$ cat src/rtl/red_pitaya_fads_pkg.sv
// Shared definitions for the FADS detector demultiplexer: channel-address width,
// default channel count and the dwell state encoding.
package red_pitaya_fads_pkg;

    localparam int unsigned CH_ADDR_W    = 3;
    localparam int unsigned CHNL_DEFAULT = 6;

    typedef enum logic [1:0] {
        StIdle,
        StSettle,
        StAccum,
        StDone
    } fads_state_e;

endpackage

$ cat src/rtl/red_pitaya_boxcar_acc.sv
// Boxcar averager: sums 2^ACC_LOG2 sign-extended samples, pulses done_o the cycle after the
// last one and presents the sum scaled down by 2^ACC_LOG2 (floor) on sum_o.
module red_pitaya_boxcar_acc #(
    parameter int unsigned ADC_W    = 14,
    parameter int unsigned ACC_LOG2 = 6
) (
    input  logic             clk_i,
    input  logic             rst_i,
    input  logic             clear_i,
    input  logic             enable_i,
    input  logic [ADC_W-1:0] sample_i,
    output logic [ADC_W-1:0] sum_o,
    output logic             done_o
);

    localparam int unsigned SumW = ADC_W + ACC_LOG2;

    logic signed [SumW-1:0]     acc_q, acc_d;
    logic signed [SumW-1:0]     sample_ext;
    logic        [ACC_LOG2-1:0] cnt_q, cnt_d;
    logic                       done_q, done_d;

    assign sample_ext = SumW'($signed(sample_i));

    always_comb begin
        acc_d  = acc_q;
        cnt_d  = cnt_q;
        done_d = 1'b0;
        if (clear_i) begin
            acc_d = '0;
            cnt_d = '0;
        end else if (enable_i) begin
            acc_d  = acc_q + sample_ext;
            cnt_d  = cnt_q + ACC_LOG2'(1);
            done_d = &cnt_q;
        end
    end

    always_ff @(posedge clk_i or posedge rst_i) begin
        if (rst_i) begin
            acc_q  <= '0;
            cnt_q  <= '0;
            done_q <= 1'b0;
        end else begin
            acc_q  <= acc_d;
            cnt_q  <= cnt_d;
            done_q <= done_d;
        end
    end

    // Arithmetic shift floors toward minus infinity; the result always fits in ADC_W.
    assign sum_o  = ADC_W'(acc_q >>> ACC_LOG2);
    assign done_o = done_q;

endmodule

$ cat src/rtl/red_pitaya_demux_acc.sv
// Demultiplexes a time-multiplexed ADC stream into per-channel dwell averages.
// Optional per-channel threshold detection is enabled by RED_PITAYA_DEMUX_DETECT_EN.
module red_pitaya_demux_acc
    import red_pitaya_fads_pkg::*;
#(
    parameter int unsigned CHNL     = CHNL_DEFAULT,
    parameter int unsigned ADC_W    = 14,
    parameter int unsigned ACC_LOG2 = 6
) (
    input  logic                  adc_clk_i,
    input  logic                  adc_rstn_i,
    input  logic [CH_ADDR_W-1:0]  mux_addr_i,
    input  logic [ADC_W-1:0]      adc_dat_i,
    input  logic [7:0]            settle_i,
`ifdef RED_PITAYA_DEMUX_DETECT_EN
    input  logic [CHNL*ADC_W-1:0] thresh_i,
    output logic [CHNL-1:0]       det_o,
`endif
    output logic [ADC_W-1:0]      smp_dat_o,
    output logic [CH_ADDR_W-1:0]  smp_chn_o,
    output logic                  smp_vld_o,
    output logic [CHNL*ADC_W-1:0] ch_dat_o,
    output logic [CHNL-1:0]       ch_upd_o
);

    fads_state_e              state_q, state_d;
    logic [CH_ADDR_W-1:0]     addr_q;
    logic                     first_q;
    logic [7:0]               cnt_q, cnt_d;
    logic [ADC_W-1:0]         smp_dat_q, smp_dat_d;
    logic [CH_ADDR_W-1:0]     smp_chn_q, smp_chn_d;
    logic                     smp_vld_q, smp_vld_d;
    logic [CHNL*ADC_W-1:0]    ch_dat_q, ch_dat_d;
    logic [CHNL-1:0]          ch_upd_q, ch_upd_d;
`ifdef RED_PITAYA_DEMUX_DETECT_EN
    logic [CHNL-1:0]          det_q, det_d;
`endif

    logic             change, in_range, acc_en, acc_done;
    logic [ADC_W-1:0] acc_avg;

    // The first edge after reset always counts as a change so address 0 gets a dwell.
    assign change   = first_q || (mux_addr_i != addr_q);
    assign in_range = 32'(mux_addr_i) < CHNL;
    assign acc_en   = !change && (((state_q == StSettle) && (cnt_q == 8'd0)) ||
                                  ((state_q == StAccum) && !acc_done));

    red_pitaya_boxcar_acc #(
        .ADC_W    (ADC_W),
        .ACC_LOG2 (ACC_LOG2)
    ) u_boxcar (
        .clk_i    (adc_clk_i),
        .rst_i    (adc_rstn_i),
        .clear_i  (change),
        .enable_i (acc_en),
        .sample_i (adc_dat_i),
        .sum_o    (acc_avg),
        .done_o   (acc_done)
    );

    always_comb begin
        state_d   = state_q;
        cnt_d     = cnt_q;
        smp_dat_d = smp_dat_q;
        smp_chn_d = smp_chn_q;
        smp_vld_d = 1'b0;
        ch_dat_d  = ch_dat_q;
        ch_upd_d  = '0;
`ifdef RED_PITAYA_DEMUX_DETECT_EN
        det_d     = det_q;
`endif
        if (change) begin
            state_d = in_range ? StSettle : StIdle;
            cnt_d   = in_range ? settle_i : 8'd0;
        end else begin
            unique case (state_q)
                StSettle: begin
                    if (cnt_q == 8'd0) begin
                        state_d = StAccum;
                    end else begin
                        cnt_d = cnt_q - 8'd1;
                    end
                end
                StAccum: begin
                    if (acc_done) begin
                        state_d   = StDone;
                        smp_vld_d = 1'b1;
                        smp_dat_d = acc_avg;
                        smp_chn_d = addr_q;
                        for (int unsigned k = 0; k < CHNL; k++) begin
                            if (addr_q == CH_ADDR_W'(k)) begin
                                ch_upd_d[k]                = 1'b1;
                                ch_dat_d[k*ADC_W +: ADC_W] = acc_avg;
`ifdef RED_PITAYA_DEMUX_DETECT_EN
                                det_d[k] = $signed(acc_avg) > $signed(thresh_i[k*ADC_W +: ADC_W]);
`endif
                            end
                        end
                    end
                end
                default: ;
            endcase
        end
    end

    always_ff @(posedge adc_clk_i or posedge adc_rstn_i) begin
        if (adc_rstn_i) begin
            state_q   <= StIdle;
            addr_q    <= '0;
            first_q   <= 1'b1;
            cnt_q     <= '0;
            smp_dat_q <= '0;
            smp_chn_q <= '0;
            smp_vld_q <= 1'b0;
            ch_dat_q  <= '0;
            ch_upd_q  <= '0;
`ifdef RED_PITAYA_DEMUX_DETECT_EN
            det_q     <= '0;
`endif
        end else begin
            state_q   <= state_d;
            addr_q    <= mux_addr_i;
            first_q   <= 1'b0;
            cnt_q     <= cnt_d;
            smp_dat_q <= smp_dat_d;
            smp_chn_q <= smp_chn_d;
            smp_vld_q <= smp_vld_d;
            ch_dat_q  <= ch_dat_d;
            ch_upd_q  <= ch_upd_d;
`ifdef RED_PITAYA_DEMUX_DETECT_EN
            det_q     <= det_d;
`endif
        end
    end

    assign smp_dat_o = smp_dat_q;
    assign smp_chn_o = smp_chn_q;
    assign smp_vld_o = smp_vld_q;
    assign ch_dat_o  = ch_dat_q;
    assign ch_upd_o  = ch_upd_q;
`ifdef RED_PITAYA_DEMUX_DETECT_EN
    assign det_o     = det_q;
`endif

endmodule

$ cat config.mk
export PLATFORM = sky130hd
export DESIGN_NAME = red_pitaya_demux_acc
export DESIGN_NICKNAME = d
export VERILOG_FILES = /design/src/rtl/red_pitaya_fads_pkg.sv /design/src/rtl/red_pitaya_boxcar_acc.sv /design/src/rtl/red_pitaya_demux_acc.sv
export SDC_FILE = /design/constraint.sdc
export NUM_CORES = 1
export LEC_CHECK = 0
export BUFFER_PORTS_ARGS = -buffer_cell sky130_fd_sc_hd__buf_2
export CELL_PAD_IN_SITES_DETAIL_PLACEMENT = 1
export CELL_PAD_IN_SITES_GLOBAL_PLACEMENT = 1
export CORE_ASPECT_RATIO = 0.75
export CORE_MARGIN = 3
export CORE_UTILIZATION = 48
export CTS_BUF_LIST = sky130_fd_sc_hd__clkbuf_8
export CTS_CLUSTER_DIAMETER = 150
export DETAILED_ROUTE_END_ITERATION = 10
export PLACE_DENSITY = 0.89
export SYNTH_ARGS = -nofsm -noshare
export SYNTH_HDL_FRONTEND = slang
export SYNTH_SLANG_ARGS = --single-unit
$ cat constraint.sdc
create_clock -name adc_clk_i -period 7.9 [get_ports adc_clk_i]
set_clock_uncertainty 0.1 [all_clocks]
set_input_delay 0.79 -clock adc_clk_i [delete_from_list [all_inputs] [get_ports adc_clk_i]]
set_output_delay 0.79 -clock adc_clk_i [all_outputs]
set_load 0.05 [all_outputs]
# After elaboration in Yosys (flattened, before gate mapping)
# Index checks and enable logic that the tools add are counted.
# Widths: inputs -> output; s select.
totals:
  out_inout_bits: 108
  regBits: 149
classes:
  n_eq_ne: 11
  order_cmp: 1
  mux: 27
  n_bitwise: 1
  add_sub_neg: 3
  reduce_logical: 22
ops:
  columns: ["operator", "count"]
  rows:
  - ["$mux 20", 2]
  - ["$mux 8", 4]
  - ["$mux 6", 5]
  - ["$reduce_and 4->1", 6]
  - ["$add 20x14->20", 1]
  - ["$mux 1", 12]
  - ["$logic_not 8->1", 1]
  - ["$sub 8x1->8 const B", 1]
  - ["$add 6x1->6 const B", 1]
  - ["$eq 3x2->1 const B", 2]
  - ["$eq 3x3->1 const B", 2]
  - ["$mux 2", 3]
  - ["$ne 3x2->1 const B", 2]
  - ["$reduce_and 3->1", 2]
  - ["$reduce_and 6->1", 1]
  - ["$pmux 2 s2", 1]
  - ["$reduce_bool 2->1", 2]
  - ["$eq 3x1->1 const B", 1]
  - ["$logic_and 1x1->1", 3]
  - ["$logic_not 3->1", 1]
  - ["$lt 3x3->1 const B", 1]
  - ["$ne 3x3->1", 1]
  - ["$reduce_bool 3->1", 1]
  - ["$eq 2x1->1 const B", 1]
  - ["other kinds (6)", 8]

# Depth between registers and ports, before layout
# Gate-level depths: netlist of the first run.
depth:
  depth_word: 6
  depth_mapped: 10
  depth_no_buf: 9

# Modules after synthesis
# From an unflattened synthesis of the first run, not the netlist that was laid out.
unflattened:
  cells_unflattened: 566
  area_unflattened_um2: 7040.5
modules_own_cells:
  columns: ["module", "cells_each", "area_per_inst_um2", "instances"]
  rows:
  - ["red_pitaya_demux_acc", 324, 4870.9, 1]
  - ["red_pitaya_boxcar_acc", 242, 2169.6, 1]

# Worst setup path before layout of the first run
# OpenSTA, ideal clock, no wires.
synth_path:
  path_type: "input to register"
  start: "input adc_dat_i[0]"
  end: "register u_boxcar.acc_q[14]"
  stages: 9
  slack_ps: 4987
  path_buffers: 0
  arrival_ps: 2729
  t_required_ps: 7717
  path_cell_list: "ha_1 fa_1 a211oi_1 o211ai_1 a22oi_1 o21ai_0 nand3b_1 mux2_2 o22ai_1"
synth_via:
  elab_chain_cells: 3
synth_rtl:
  columns: ["element", "line", "source"]
  rows:
  - ["start: declaration", "red_pitaya_demux_acc.sv:13", "input logic [ADC_W-1:0] adc_dat_i,"]
  - ["$add 20x14->20", "red_pitaya_boxcar_acc.sv:33", "acc_d = acc_q + sample_ext;"]
  - ["$mux 20", "red_pitaya_boxcar_acc.sv:32", "end else if (enable_i) begin"]
  - ["$mux 20", "red_pitaya_boxcar_acc.sv:29", "if (clear_i) begin"]
  - ["end signal: assignment", "red_pitaya_boxcar_acc.sv:41", "acc_q <= '0;"]
  - ["end signal: assignment", "red_pitaya_boxcar_acc.sv:45", "acc_q <= acc_d;"]
  - ["end: declaration", "red_pitaya_boxcar_acc.sv:18", "logic signed [SumW-1:0] acc_q, acc_d;"]
# No other way between the ends. The select of a mux whose other input is x is not followed.
# A chain may end at the register's enable or synchronous reset.

# Worst setup path in the final report of the first run
layout_path:
  start: "register addr_q[2]"
  end: "register ch_dat_q[44] (netlist: ch_dat_o[44])"
layout_via:
  elab_chain_cells: 4
  word_cells_on_any_way: 5
  classes_between: "eq/ne: 2; bitwise: 1; reduce/logical: 2"
layout_rtl:
  columns: ["element", "line", "source"]
  rows:
  - ["start: declaration", "red_pitaya_demux_acc.sv:27", "logic [CH_ADDR_W-1:0] addr_q;"]
  - ["start signal: assignment", "red_pitaya_demux_acc.sv:122", "addr_q <= mux_addr_i;"]
  - ["$ne 3x3->1", "red_pitaya_demux_acc.sv:43", "assign change = first_q || (mux_addr_i != addr_q);"]
  - ["$logic_or 1x1->1", "red_pitaya_demux_acc.sv:43", null]
  - ["$not 1->1 (no source line)", null, null]
  - ["$reduce_and 4->1 (no source line) *", null, null]
  - ["end signal: assignment", "red_pitaya_demux_acc.sv:128", "ch_dat_q <= ch_dat_d;"]
  - ["end: declaration", "red_pitaya_demux_acc.sv:33", "logic [CHNL*ADC_W-1:0] ch_dat_q, ch_dat_d;"]
# Every way passes the cells marked *; elsewhere a longest branch is shown, timed or not.

==> metrics.md, run 1 <==
| Metric | Value |
|---|---|
| CTS max path bufs | 2 |
| Largest net degree at the start of global routing | 83 |
| CTS root buf | sky130_fd_sc_hd__clkbuf_8 |
| Worst rel slew slack | 30.0% |
| Async set-reset flop share out of synthesis | 100% |
| Worst min-delay path category | in -> async |
| Crit Reg-Reg Startpoint | addr_q[2]$_DFF_PP0_ |
| Number of global-route vias before repair | 5762 |
| Count of antenna diodes in the layout | 0 |
| Kind of cell adding the most delay to the critical path | simple AND/OR/NAND/NOR gates |
| Maximum clock frequency | 262 MHz |
| Share of the synthesized area in compound gates (AO/OA/AOI/OAI) | 7.58% |
| Peak VDD IR | 0.0000948 V |
| Total standard cell area after synthesis | 6790 µm² |
| Total global routing track utilization | 25.7% |
| Status | completed |
| Multiplexer fraction of the synthesized cell area | 9.61% |
| Level count of the clock H-tree | 4 |
| Setup fix buffers added after clock tree synthesis | 0 |
| Number of placed instances with taps included | 922 |
| Number of nets in the final layout | 820 |
| CTS sink cnt | 149 |
| Syn_area_per_cell | 10.6 µm² |
| Largest fanout on the critical path | 22 |
| End point of the critical path | ch_dat_o[44]$_DFFE_PP0P_ |
| Instance count of the mapped netlist | 641 |
| Worst setup SP type | flip-flop |
| Fin crit period | 3.82 ns |
| Required @ worst endpoint | 8.13 ns |
| Post-route cell area | 7930 µm² |
| Post-Route Setup TNS | 0 ns |
| Post-layout power | 1.41 mW |
| Post-detailed-placement cell area | 7570 µm² |
| Library cell appearing most often on the critical path | sky130_fd_sc_hd__nand2_1 |
| Gates resized, CTS repair | 0 |
| Total of endpoints with negative setup slack in the final report | 0 |
| Final cell count without fillers | 954 |
| Via-per-instance ratio | 5.59 |
| Horizontal extent of the die | 143 µm |
| DRC violation count after routing | 0 |
| Post-synthesis simple-gate area fraction | 17.3% |
| Endpoint type of the worst setup path | flip-flop |
| CP Launch Point | addr_q[2]$_DFF_PP0_ |
| Latest clock arrival within the worst-skew pair | 0.45 ns |
| Clock tree from TritonCTS | yes |
| Critical path's slowest cell | sky130_fd_sc_hd__nand4b_1 |
| Signed area change from the synthesized netlist to the final layout | 16.9% |
| Critical R2R Capture | ch_dat_o[44]$_DFFE_PP0P_ |
| Max Slew Vio Count | 0 |
| Global route overflow | 0 |
| Ratio of total power to cell area | 178 nW/µm² |
| Number of enable-type register cells in the synthesized netlist | 0 |
| Via count | 5337 |
| Inserted Clock Buffers | 17 |
| Aggregate routed wire length | 19400 µm |
| Count of cells along the worst register-to-register path | 7 |
| Clock slew at reported path FFs | 0.09 ns |
| Vertical die dimension | 109 µm |
| Violation count after the first detailed-routing iteration | 277 |
| Static leakage | 4.38 nW |
| Fraction of final layout cells sized beyond drive strength 1 | 29.0% |
| Commonest non-fill, non-tap cell in the layout | sky130_fd_sc_hd__nand2_1 |
| Warning count from the yosys run | 0 |
| Commonest register cell after synthesis | sky130_fd_sc_hd__dfrtp_1 |
| Number of hold-slack violations in the final timing report | 0 |
| Share of the cycle needed by the critical path after routing | 48.4% |
| Initial core utilization | 50.6% |
| Start-to-end type of the worst setup path | reg -> reg |
| Final critical-path setup slack | 4.08 ns |
| Number of core rows | 36 |
| Area of the placeable core | 13400 µm² |
| Mean routed wirelength per cell | 20.3 µm |
| Sequential element share of the synthesized area | 55.0% |
| First-pass detailed-route iteration total | 4 |
| Gpl congestion | 0.856 |
| Dominant combinational cell family by area after synthesis | simple AND/OR/NAND/NOR gates |
| Residual antenna-violating net count after detailed routing | 0 |
| Reg-to-reg setup timing slack | 4.08 ns |
| Initial antenna violation count | 1 |
| Count of state elements after synthesis | 149 |
| Cells along the critical path | xor2_1, nor4_4, nand4b_4, inv_1, nand4b_1, nand2_1, nand2_1 |
| RSZ-0062 raised after global routing | no |
| Top library cells by usage in the layout, fill and taps aside | 181 x sky130_fd_sc_hd__nand2_1, 148 x sky130_fd_sc_hd__dfrtp_1, 134 x sky130_fd_sc_hd__buf_2, 48 x sky130_fd_sc_hd__mux2_2, 28 x sky130_fd_sc_hd__a21oi_1 |
| Pre-CTS setup slack | 3.85 ns |
| Cts hold-fix bufs | 0 |
| First-pass GRT wire length | 30900 µm |
| HPWL after detailed placement | 13700 µm |
| I/O pin total | 135 |
| Area of the die | 15600 µm² |
| Share of the synthesized netlist area taken by xor and xnor gates | 3.48% |
| Crit path depth | 7 |
| Cell variety after synth | 54 |
| Number of buffer and inverter instances along the worst setup path | 1 |
| Slew at the pin closest to its max-slew limit | 1.05 ns |
| Count of input and output buffers | 134 |
| Critical path's largest stage delay | 0.70 ns |
| Count of maximum capacitance violations | 0 |
| Data arrival time of the worst path | 4.06 ns |
| Adder and majority cell fraction of the synthesized area | 4.35% |
| Synthesized Nets | 691 |
-- state kept, by name (all words and copies together) (netlist names) --
name / flops
state_q: 2
ch_dat_o: 84
cnt_q: 8
u_boxcar.acc_q: 20
u_boxcar.done_o: 1
u_boxcar.cnt_q: 6
smp_chn_o: 3
smp_dat_o: 14
first_q: 1
addr_q: 3
smp_vld_o: 1
ch_upd_o: 6
-- area by class of cell --
| cell class | instances | area [µm²] |
|---|---|---|
| inverter | 10 | 42.5 |
| multi-input combinational | 454 | 2880 |
| clock inverter | 15 | 134 |
| sequential | 149 | 3730 |
| timing repair buffer | 138 | 701 |
| clock buffer | 17 | 234 |
| tap | 171 | 214 |
| fill | 1510 | 5490 |
-- worst min-delay path by stage --
stage                                 to  slack [ns]                           from
2_1_floorplan  u_boxcar.done_o$_DFF_PP0_        0.40  u_boxcar.cnt_q[5]$_DFFE_PP0P_
3_3_place_gp    ch_dat_o[13]$_DFFE_PP0P_        0.34       ch_dat_o[13]$_DFFE_PP0P_
3_5_place_dp     ch_dat_o[7]$_DFFE_PP0P_        0.36        ch_dat_o[7]$_DFFE_PP0P_
4_1_cts         ch_dat_o[35]$_DFFE_PP0P_        0.32                     adc_rstn_i
5_1_grt         ch_dat_o[72]$_DFFE_PP0P_        0.32                     adc_rstn_i
6_report        ch_dat_o[72]$_DFFE_PP0P_        0.30                     adc_rstn_i
-- per-layer routing --
metal  up-vias  share of wire (%)  track usage (%)
met1      2744                 43             33.8
li1       2441                  -                -
met2       137                 50             44.0
met4         2               0.69             4.91
met5         -              0.067                0
met3        13                5.9             6.49
-- Yosys cell counts, drive strengths merged, types with 2 or more instances --
master    n  area, µm²
a221oi    2       17.5
nand3    19        100
ha       22        275
buf      12       80.1
a211o     4       35.0
a211oi    7       52.6
a31oi     3       18.8
nor2     24       92.6
nor4      4       46.3
o21bai    2       15.0
a21o      3       22.5
nor4b     3       56.3
o22ai     3       18.8
inv      10       37.5
nand2b    5       31.3
xor2     19        166
nand4b    2       32.5
o21ai    25        125
nand4     4       25.0
and3      3       18.8
o211ai    6       45.0
a21oi    28        140
nor2b     2       12.5
dfrtp   148       3700
nand2   181        679
clkbuf   16       60.1
mux2     57        642
nor3      4       20.0
xnor2     8       70.1
or4       2       15.0
-- where the power goes --
group	total (mW)	internal, mW	switching [mW]
clock	0.563	0.251	0.312
sequential	0.776	0.767	0.00896
combinational	0.0730	0.0243	0.0487
total	1.41	1.04	0.369
-- logic make-up after synthesis --
group                    after synthesis
flip-flops                           149
adder cells (fa/ha/maj)               23
XOR/XNOR                              27
other                                  1
AO/OA/AOI/OAI                         86
multiplexers                          58
AND/OR/NAND/NOR                      259
buffers and inverters                 38
-- stage by stage --
step | util, % | hold WS, ns
global placement | 56.4 | 0.344
finish | 59.1 | 0.303
global route | 59.1 | 0.323
CTS | 59.1 | 0.323
floorplan | - | 0.402
detailed placement | 56.4 | 0.359
No activity file was read; power rests on OpenSTA's default activity.
==> run 2, diff against run 1 <==
--- a/config.mk
+++ b/config.mk
@@ -10,11 +10,11 @@
 export CELL_PAD_IN_SITES_GLOBAL_PLACEMENT = 1
 export CORE_ASPECT_RATIO = 0.75
 export CORE_MARGIN = 3
-export CORE_UTILIZATION = 48
+export CORE_UTILIZATION = 44
 export CTS_BUF_LIST = sky130_fd_sc_hd__clkbuf_8
 export CTS_CLUSTER_DIAMETER = 150
 export DETAILED_ROUTE_END_ITERATION = 10
-export PLACE_DENSITY = 0.89
+export PLACE_DENSITY = 0.83
 export SYNTH_ARGS = -nofsm -noshare
 export SYNTH_HDL_FRONTEND = slang
 export SYNTH_SLANG_ARGS = --single-unit
==> constraint.sdc (replaced) <==
create_clock -name adc_clk_i -period 3.7 [get_ports adc_clk_i]
set_clock_uncertainty 0.1 [all_clocks]
set_input_delay 0.37 -clock adc_clk_i [delete_from_list [all_inputs] [get_ports adc_clk_i]]
set_output_delay 0.37 -clock adc_clk_i [all_outputs]
set_load 0.05 [all_outputs]
==> metrics.md, run 2 (same netlist as run 1, synthesis figures left out) <==
| Metric | Value |
|---|---|
| Status | completed |
| Worst min-delay path category | in -> reg |
| Peak VDD IR | 0.000231 V |
| Worst rel slew slack | 46.9% |
| Ratio of total power to cell area | 384 nW/µm² |
| Number of buffer and inverter instances along the worst setup path | 2 |
| CP Launch Point | addr_q[2]$_DFF_PP0_ |
| Pre-CTS setup slack | 0.218 ns |
| Static leakage | 4.43 nW |
| Count of antenna diodes in the layout | 0 |
| Switching Share | 25.4% |
| Fraction of final layout cells sized beyond drive strength 1 | 29.7% |
| HPWL after detailed placement | 14000 µm |
| Number of hold-slack violations in the final timing report | 0 |
| Clock slew at reported path FFs | 0.08 ns |
| Final critical-path setup slack | 0.391 ns |
| Worst setup SP type | flip-flop |
| Share of the cycle needed by the critical path after routing | 89.4% |
| Horizontal extent of the die | 149 µm |
| Clock Power Share | 41.4% |
| Kind of cell adding the most delay to the critical path | simple AND/OR/NAND/NOR gates |
| Reg-to-reg setup timing slack | 0.39 ns |
| Setup fix buffers added after clock tree synthesis | 0 |
| Crit path depth | 8 |
| Total global routing track utilization | 24.1% |
| Library cell appearing most often on the critical path | sky130_fd_sc_hd__nand2_1 |
| CTS max path bufs | 2 |
| Number of nets in the final layout | 829 |
| Count of input and output buffers | 134 |
| Critical R2R Capture | ch_dat_o[52]$_DFFE_PP0P_ |
| Residual antenna-violating net count after detailed routing | 0 |
| Area of the placeable core | 14800 µm² |
| Inserted Clock Buffers | 17 |
| End point of the critical path | ch_dat_o[52]$_DFFE_PP0P_ |
| First-pass detailed-route iteration total | 4 |
| Commonest non-fill, non-tap cell in the layout | sky130_fd_sc_hd__nand2_1 |
| Aggregate routed wire length | 19400 µm |
| Critical path's largest stage delay | 0.66 ns |
| Count of cells along the worst register-to-register path | 8 |
| Number of global-route vias before repair | 5799 |
| I/O pin total | 135 |
| Number of placed instances with taps included | 956 |
| Switching power total | 0.791 mW |
| CTS sink cnt | 149 |
| Latest clock arrival within the worst-skew pair | 0.47 ns |
| Top library cells by usage in the layout, fill and taps aside | 181 x sky130_fd_sc_hd__nand2_1, 148 x sky130_fd_sc_hd__dfrtp_1, 134 x sky130_fd_sc_hd__buf_2, 48 x sky130_fd_sc_hd__mux2_2, 28 x sky130_fd_sc_hd__a21oi_1 |
| RSZ-0062 raised after global routing | no |
| Area of the die | 17000 µm² |
| Clock tree from TritonCTS | yes |
| Via-per-instance ratio | 5.39 |
| Total of endpoints with negative setup slack in the final report | 0 |
| Cells along the critical path | xor2_1, nor4_4, buf_4, nand4b_4, clkinvlp_4, nand4b_1, nand2_1, nand2_1 |
| Final cell count without fillers | 992 |
| Level count of the clock H-tree | 4 |
| First-pass GRT wire length | 31900 µm |
| Data arrival time of the worst path | 3.56 ns |
| Count of maximum capacitance violations | 0 |
| Max Slew Vio Count | 0 |
| Slew at the pin closest to its max-slew limit | 0.797 ns |
| Largest net degree at the start of global routing | 61 |
| Largest fanout on the critical path | 22 |
| Start-to-end type of the worst setup path | reg -> reg |
| Critical path's slowest cell | sky130_fd_sc_hd__dfrtp_1 |
| Signed area change from the synthesized netlist to the final layout | 19.4% |
| Initial core utilization | 45.9% |
| Gpl congestion | 0.832 |
| Vertical die dimension | 114 µm |
| Global route overflow | 0 |
| Number of core rows | 38 |
| Mean routed wirelength per cell | 19.6 µm |
| Violation count after the first detailed-routing iteration | 240 |
| Part of the power in combinational logic | 5.4% |
| Initial antenna violation count | 0 |
| Post-detailed-placement cell area | 7650 µm² |
| Maximum clock frequency | 302 MHz |
| Number of flip-flops under the largest register name | 84 |
| Fin crit period | 3.31 ns |
| Post-route cell area | 8100 µm² |
| CTS root buf | sky130_fd_sc_hd__clkbuf_8 |
| Required @ worst endpoint | 3.95 ns |
| Crit Reg-Reg Startpoint | addr_q[2]$_DFF_PP0_ |
| Sequential group share of total power | 53.3% |
| DRC violation count after routing | 0 |
| Internal power | 2.32 mW |
| Endpoint type of the worst setup path | flip-flop |
| Final core utilization | 54.8% |
| Post-Route Setup TNS | 0 ns |
| Via count | 5344 |
## run 2: power groups by stage
stage / registers [mW] / clock network (mW) / logic, mW
4_1_cts: 1.66 / 1.31 / 0.170
2_1_floorplan: 1.68 / 0 / 0.114
3_3_place_gp: 1.69 / 0 / 0.155
5_1_grt: 1.66 / 1.39 / 0.190
6_report: 1.66 / 1.29 / 0.167
3_5_place_dp: 1.69 / 0 / 0.164
## run 2: what timing repair did
action | in CTS | in global routing
gates resized for setup | 0 | 2
endpoints found under the setup margin | 0 | 14
hold endpoints to repair | 30 | 0
hold buffers | 4 | 0
## run 2: worst min path at each step
stage	start	end	slack (ns)	depth (start not counted)
6_report	settle_i[2]	cnt_q[2]$_DFFE_PP0P_	0.03	3
4_1_cts	settle_i[2]	cnt_q[2]$_DFFE_PP0P_	0.004	3
3_3_place_gp	ch_dat_o[5]$_DFFE_PP0P_	ch_dat_o[5]$_DFFE_PP0P_	0.34	2
2_1_floorplan	mux_addr_i[0]	addr_q[0]$_DFF_PP0_	0.30	0
3_5_place_dp	ch_dat_o[48]$_DFFE_PP0P_	ch_dat_o[48]$_DFFE_PP0P_	0.35	2
5_1_grt	settle_i[1]	cnt_q[1]$_DFFE_PP0P_	0.02	3
## run 2: cell type report
cell class,count,area (µm²)
flip-flops and latches,149,3730
well taps,200,250
multi-input cells,454,2890
inverters,10,45.0
clock buffers,18,248
repair buffers,147,791
fillers,1671,6690
clock inverters,14,150
## run 2: worst reg2reg max path: stages (launching register included)
cell                         delay, ns
sky130_fd_sc_hd__dfrtp_1          0.66
sky130_fd_sc_hd__xor2_1           0.22
sky130_fd_sc_hd__nor4_4           0.29
sky130_fd_sc_hd__buf_4            0.22
sky130_fd_sc_hd__nand4b_4         0.36
sky130_fd_sc_hd__clkinvlp_4       0.44
sky130_fd_sc_hd__nand4b_1         0.56
sky130_fd_sc_hd__nand2_1          0.26
sky130_fd_sc_hd__nand2_1          0.09
## run 2: stage by stage
stage	hold slack, ns	power [mW]
4_1_cts	0.00424	3.14
3_5_place_dp	0.353	1.85
3_3_place_gp	0.344	1.84
2_1_floorplan	0.301	1.79
6_report	0.0321	3.11
5_1_grt	0.0241	3.24
## run 2: metal layers
layer | global-route usage, % | vias up | routed length (µm)
met3 | 5.60 | 24 | 1050
met1 | 33.0 | 2715 | 8840
met2 | 38.9 | 150 | 9230
met5 | 0 | - | 0
li1 | - | 2455 | -
met4 | 7.01 | 0 | 312
==> run 3, diff against run 2 <==
--- a/config.mk
+++ b/config.mk
@@ -10,11 +10,12 @@
 export CELL_PAD_IN_SITES_GLOBAL_PLACEMENT = 1
 export CORE_ASPECT_RATIO = 0.75
 export CORE_MARGIN = 3
-export CORE_UTILIZATION = 44
+export CORE_UTILIZATION = 48
 export CTS_BUF_LIST = sky130_fd_sc_hd__clkbuf_8
 export CTS_CLUSTER_DIAMETER = 150
 export DETAILED_ROUTE_END_ITERATION = 10
-export PLACE_DENSITY = 0.83
+export GPL_TIMING_DRIVEN = 0
+export PLACE_DENSITY = 0.89
 export SYNTH_ARGS = -nofsm -noshare
 export SYNTH_HDL_FRONTEND = slang
 export SYNTH_SLANG_ARGS = --single-unit
==> constraint.sdc (replaced) <==
create_clock -name adc_clk_i -period 4.3 [get_ports adc_clk_i]
set_clock_uncertainty 0.1 [all_clocks]
set_input_delay 0.43 -clock adc_clk_i [delete_from_list [all_inputs] [get_ports adc_clk_i]]
set_output_delay 0.43 -clock adc_clk_i [all_outputs]
set_load 0.05 [all_outputs]
==> metrics.md, run 3 (same netlist as run 1, synthesis figures left out) <==
| Metric | Value |
|---|---|
| Status | completed |
| Initial core utilization | 50.6% |
| Via-per-instance ratio | 5.68 |
| Signed area change from the synthesized netlist to the final layout | 20.3% |
| HPWL after detailed placement | 14800 µm |
| Initial antenna violation count | 0 |
| Peak VDD IR | 0.000201 V |
| Number of global-route vias before repair | 6032 |
| Area of the placeable core | 13400 µm² |
| Global route overflow | 0 |
| Max Slew Vio Count | 0 |
| Gates resized, CTS repair | 0 |
| Slew at the pin closest to its max-slew limit | 0.795 ns |
| Worst min-delay path category | in -> reg |
| Clock tree from TritonCTS | yes |
| Final critical-path setup slack | 1.03 ns |
| Fin crit period | 3.27 ns |
| Horizontal extent of the die | 143 µm |
| Required @ worst endpoint | 4.56 ns |
| Start-to-end type of the worst setup path | in -> reg |
| Area of the die | 15600 µm² |
| Violation count after the first detailed-routing iteration | 256 |
| Crit Reg-Reg Startpoint | addr_q[1]$_DFF_PP0_ |
| Number of nets in the final layout | 849 |
| Inserted Clock Buffers | 17 |
| Number of hold-slack violations in the final timing report | 0 |
| First-pass detailed-route iteration total | 5 |
| Via count | 5579 |
| Level count of the clock H-tree | 4 |
| Residual antenna-violating net count after detailed routing | 0 |
| Maximum clock frequency | 306 MHz |
| Worst rel slew slack | 46.6% |
| Worst min-delay path endpoint | addr_q[2]$_DFF_PP0_ |
| Setup fix buffers added after clock tree synthesis | 0 |
| Static leakage | 4.49 nW |
| Endpoint type of the worst setup path | flip-flop |
| Critical hold path startpoint | mux_addr_i[2] |
| Fraction of final layout cells sized beyond drive strength 1 | 29.2% |
| Data arrival time of the worst path | 3.53 ns |
| DRC violation count after routing | 0 |
| Mean routed wirelength per cell | 21.3 µm |
| Ratio of total power to cell area | 335 nW/µm² |
| Post-Route Setup TNS | 0 ns |
| Count of cells along the worst register-to-register path | 9 |
| CTS root buf | sky130_fd_sc_hd__clkbuf_8 |
| Count of maximum capacitance violations | 0 |
| Worst slack on hold paths | 0.0177 ns |
| Number of core rows | 36 |
| Pre-CTS setup slack | 1.10 ns |
| CTS max path bufs | 2 |
| Total of endpoints with negative setup slack in the final report | 0 |
| Total global routing track utilization | 27.9% |
| I/O pin total | 135 |
| Critical R2R Capture | ch_dat_o[57]$_DFFE_PP0P_ |
| Worst setup SP type | input port |
| Count of input and output buffers | 134 |
| Vertical die dimension | 109 µm |
| Fill cell instance count of the final layout | 1489 |
| Largest net degree at the start of global routing | 46 |
| Count of antenna diodes in the layout | 0 |
| Aggregate routed wire length | 20900 µm |
| Clock slew at reported path FFs | 0.08 ns |
| Top library cells by usage in the layout, fill and taps aside | 181 x sky130_fd_sc_hd__nand2_1, 148 x sky130_fd_sc_hd__dfrtp_1, 141 x sky130_fd_sc_hd__buf_2, 48 x sky130_fd_sc_hd__mux2_2, 28 x sky130_fd_sc_hd__a21oi_1 |
| Largest fanout on the critical path | 10 |
| Cts hold-fix bufs | 2 |
| Number of cells traversed by the worst hold path | 1 |
| Commonest non-fill, non-tap cell in the layout | sky130_fd_sc_hd__nand2_1 |
| RSZ-0062 raised after global routing | no |
| Number of placed instances with taps included | 949 |
| CTS sink cnt | 149 |
| Gpl congestion | 0.963 |
| Final core utilization | 60.8% |
| Share of the cycle needed by the critical path after routing | 76.1% |
| Number of flip-flops under the largest register name | 84 |
| Latest clock arrival within the worst-skew pair | 0.48 ns |
| Final cell count without fillers | 982 |
| Reg-to-reg setup timing slack | 1.05 ns |
| First-pass GRT wire length | 33000 µm |
[run 3: where the power goes]
| part | switching [mW] | internal (mW) | total (mW) |
|---|---|---|---|
| combinational | 0.103 | 0.0527 | 0.156 |
| clock | 0.580 | 0.578 | 1.16 |
| sequential | 0.0106 | 1.41 | 1.42 |
| total | 0.693 | 2.04 | 2.73 |
[run 3: final cells by class]
cell class | instances | area [µm²] | share of cell area [%]
Clock inverter | 14 | 178 | 2.18
Multi-Input combinational cell | 454 | 2880 | 35.3
Inverter | 10 | 41.3 | 0.506
Timing Repair Buffer | 139 | 751 | 9.19
Sequential cell | 149 | 3730 | 45.7
Tap cell | 171 | 214 | 2.62
Buffer | 28 | 140 | 1.72
Clock buffer | 17 | 234 | 2.87
[run 3: worst max path at each step]
| stage | startpoint | end | slack (ns) | cells past startpoint |
|---|---|---|---|---|
| floorplan | addr_q[2]$_DFF_PP0_ | ch_dat_o[28]$_DFFE_PP0P_ | 1.70 | 8 |
| global placement | adc_rstn_i | cnt_q[0]$_DFFE_PP0P_ | 1.08 | 2 |
| detailed placement | mux_addr_i[2] | ch_dat_o[61]$_DFFE_PP0P_ | 1.10 | 9 |
| CTS | addr_q[1]$_DFF_PP0_ | ch_dat_o[57]$_DFFE_PP0P_ | 1.10 | 9 |
| global route | addr_q[0]$_DFF_PP0_ | ch_dat_o[57]$_DFFE_PP0P_ | 0.90 | 9 |
| finish | mux_addr_i[0] | ch_dat_o[57]$_DFFE_PP0P_ | 1.03 | 10 |
[run 3: stage by stage]
stage / instance area (µm²) / power (mW)
finish: 8170 / 2.73
global route: 8170 / 2.83
CTS: 8170 / 2.74
detailed placement: 7730 / 1.60
global placement: 7670 / 1.58
floorplan: 6790 / 1.54
[run 3: worst max-delay path, stage by stage]
cell	delay [ns]
sky130_fd_sc_hd__dlygate4sd3_1	0.55
sky130_fd_sc_hd__buf_2	0.15
sky130_fd_sc_hd__xor2_1	0.20
sky130_fd_sc_hd__nor4_4	0.50
sky130_fd_sc_hd__nand4b_4	0.27
sky130_fd_sc_hd__nor2_1	0.30
sky130_fd_sc_hd__nand2_1	0.15
sky130_fd_sc_hd__nor2_2	0.35
sky130_fd_sc_hd__buf_4	0.26
sky130_fd_sc_hd__mux2_2	0.36
[run 3: per-layer routing]
metal	vias up	GRT usage [%]	share of wire, %	wire [µm]
met5	-	0	0	0
met4	0	10.6	2.0	429
met3	35	5.87	5.4	1130
met2	179	47.2	49	10400
met1	2867	35.6	43	9030
li1	2498	-	-	-
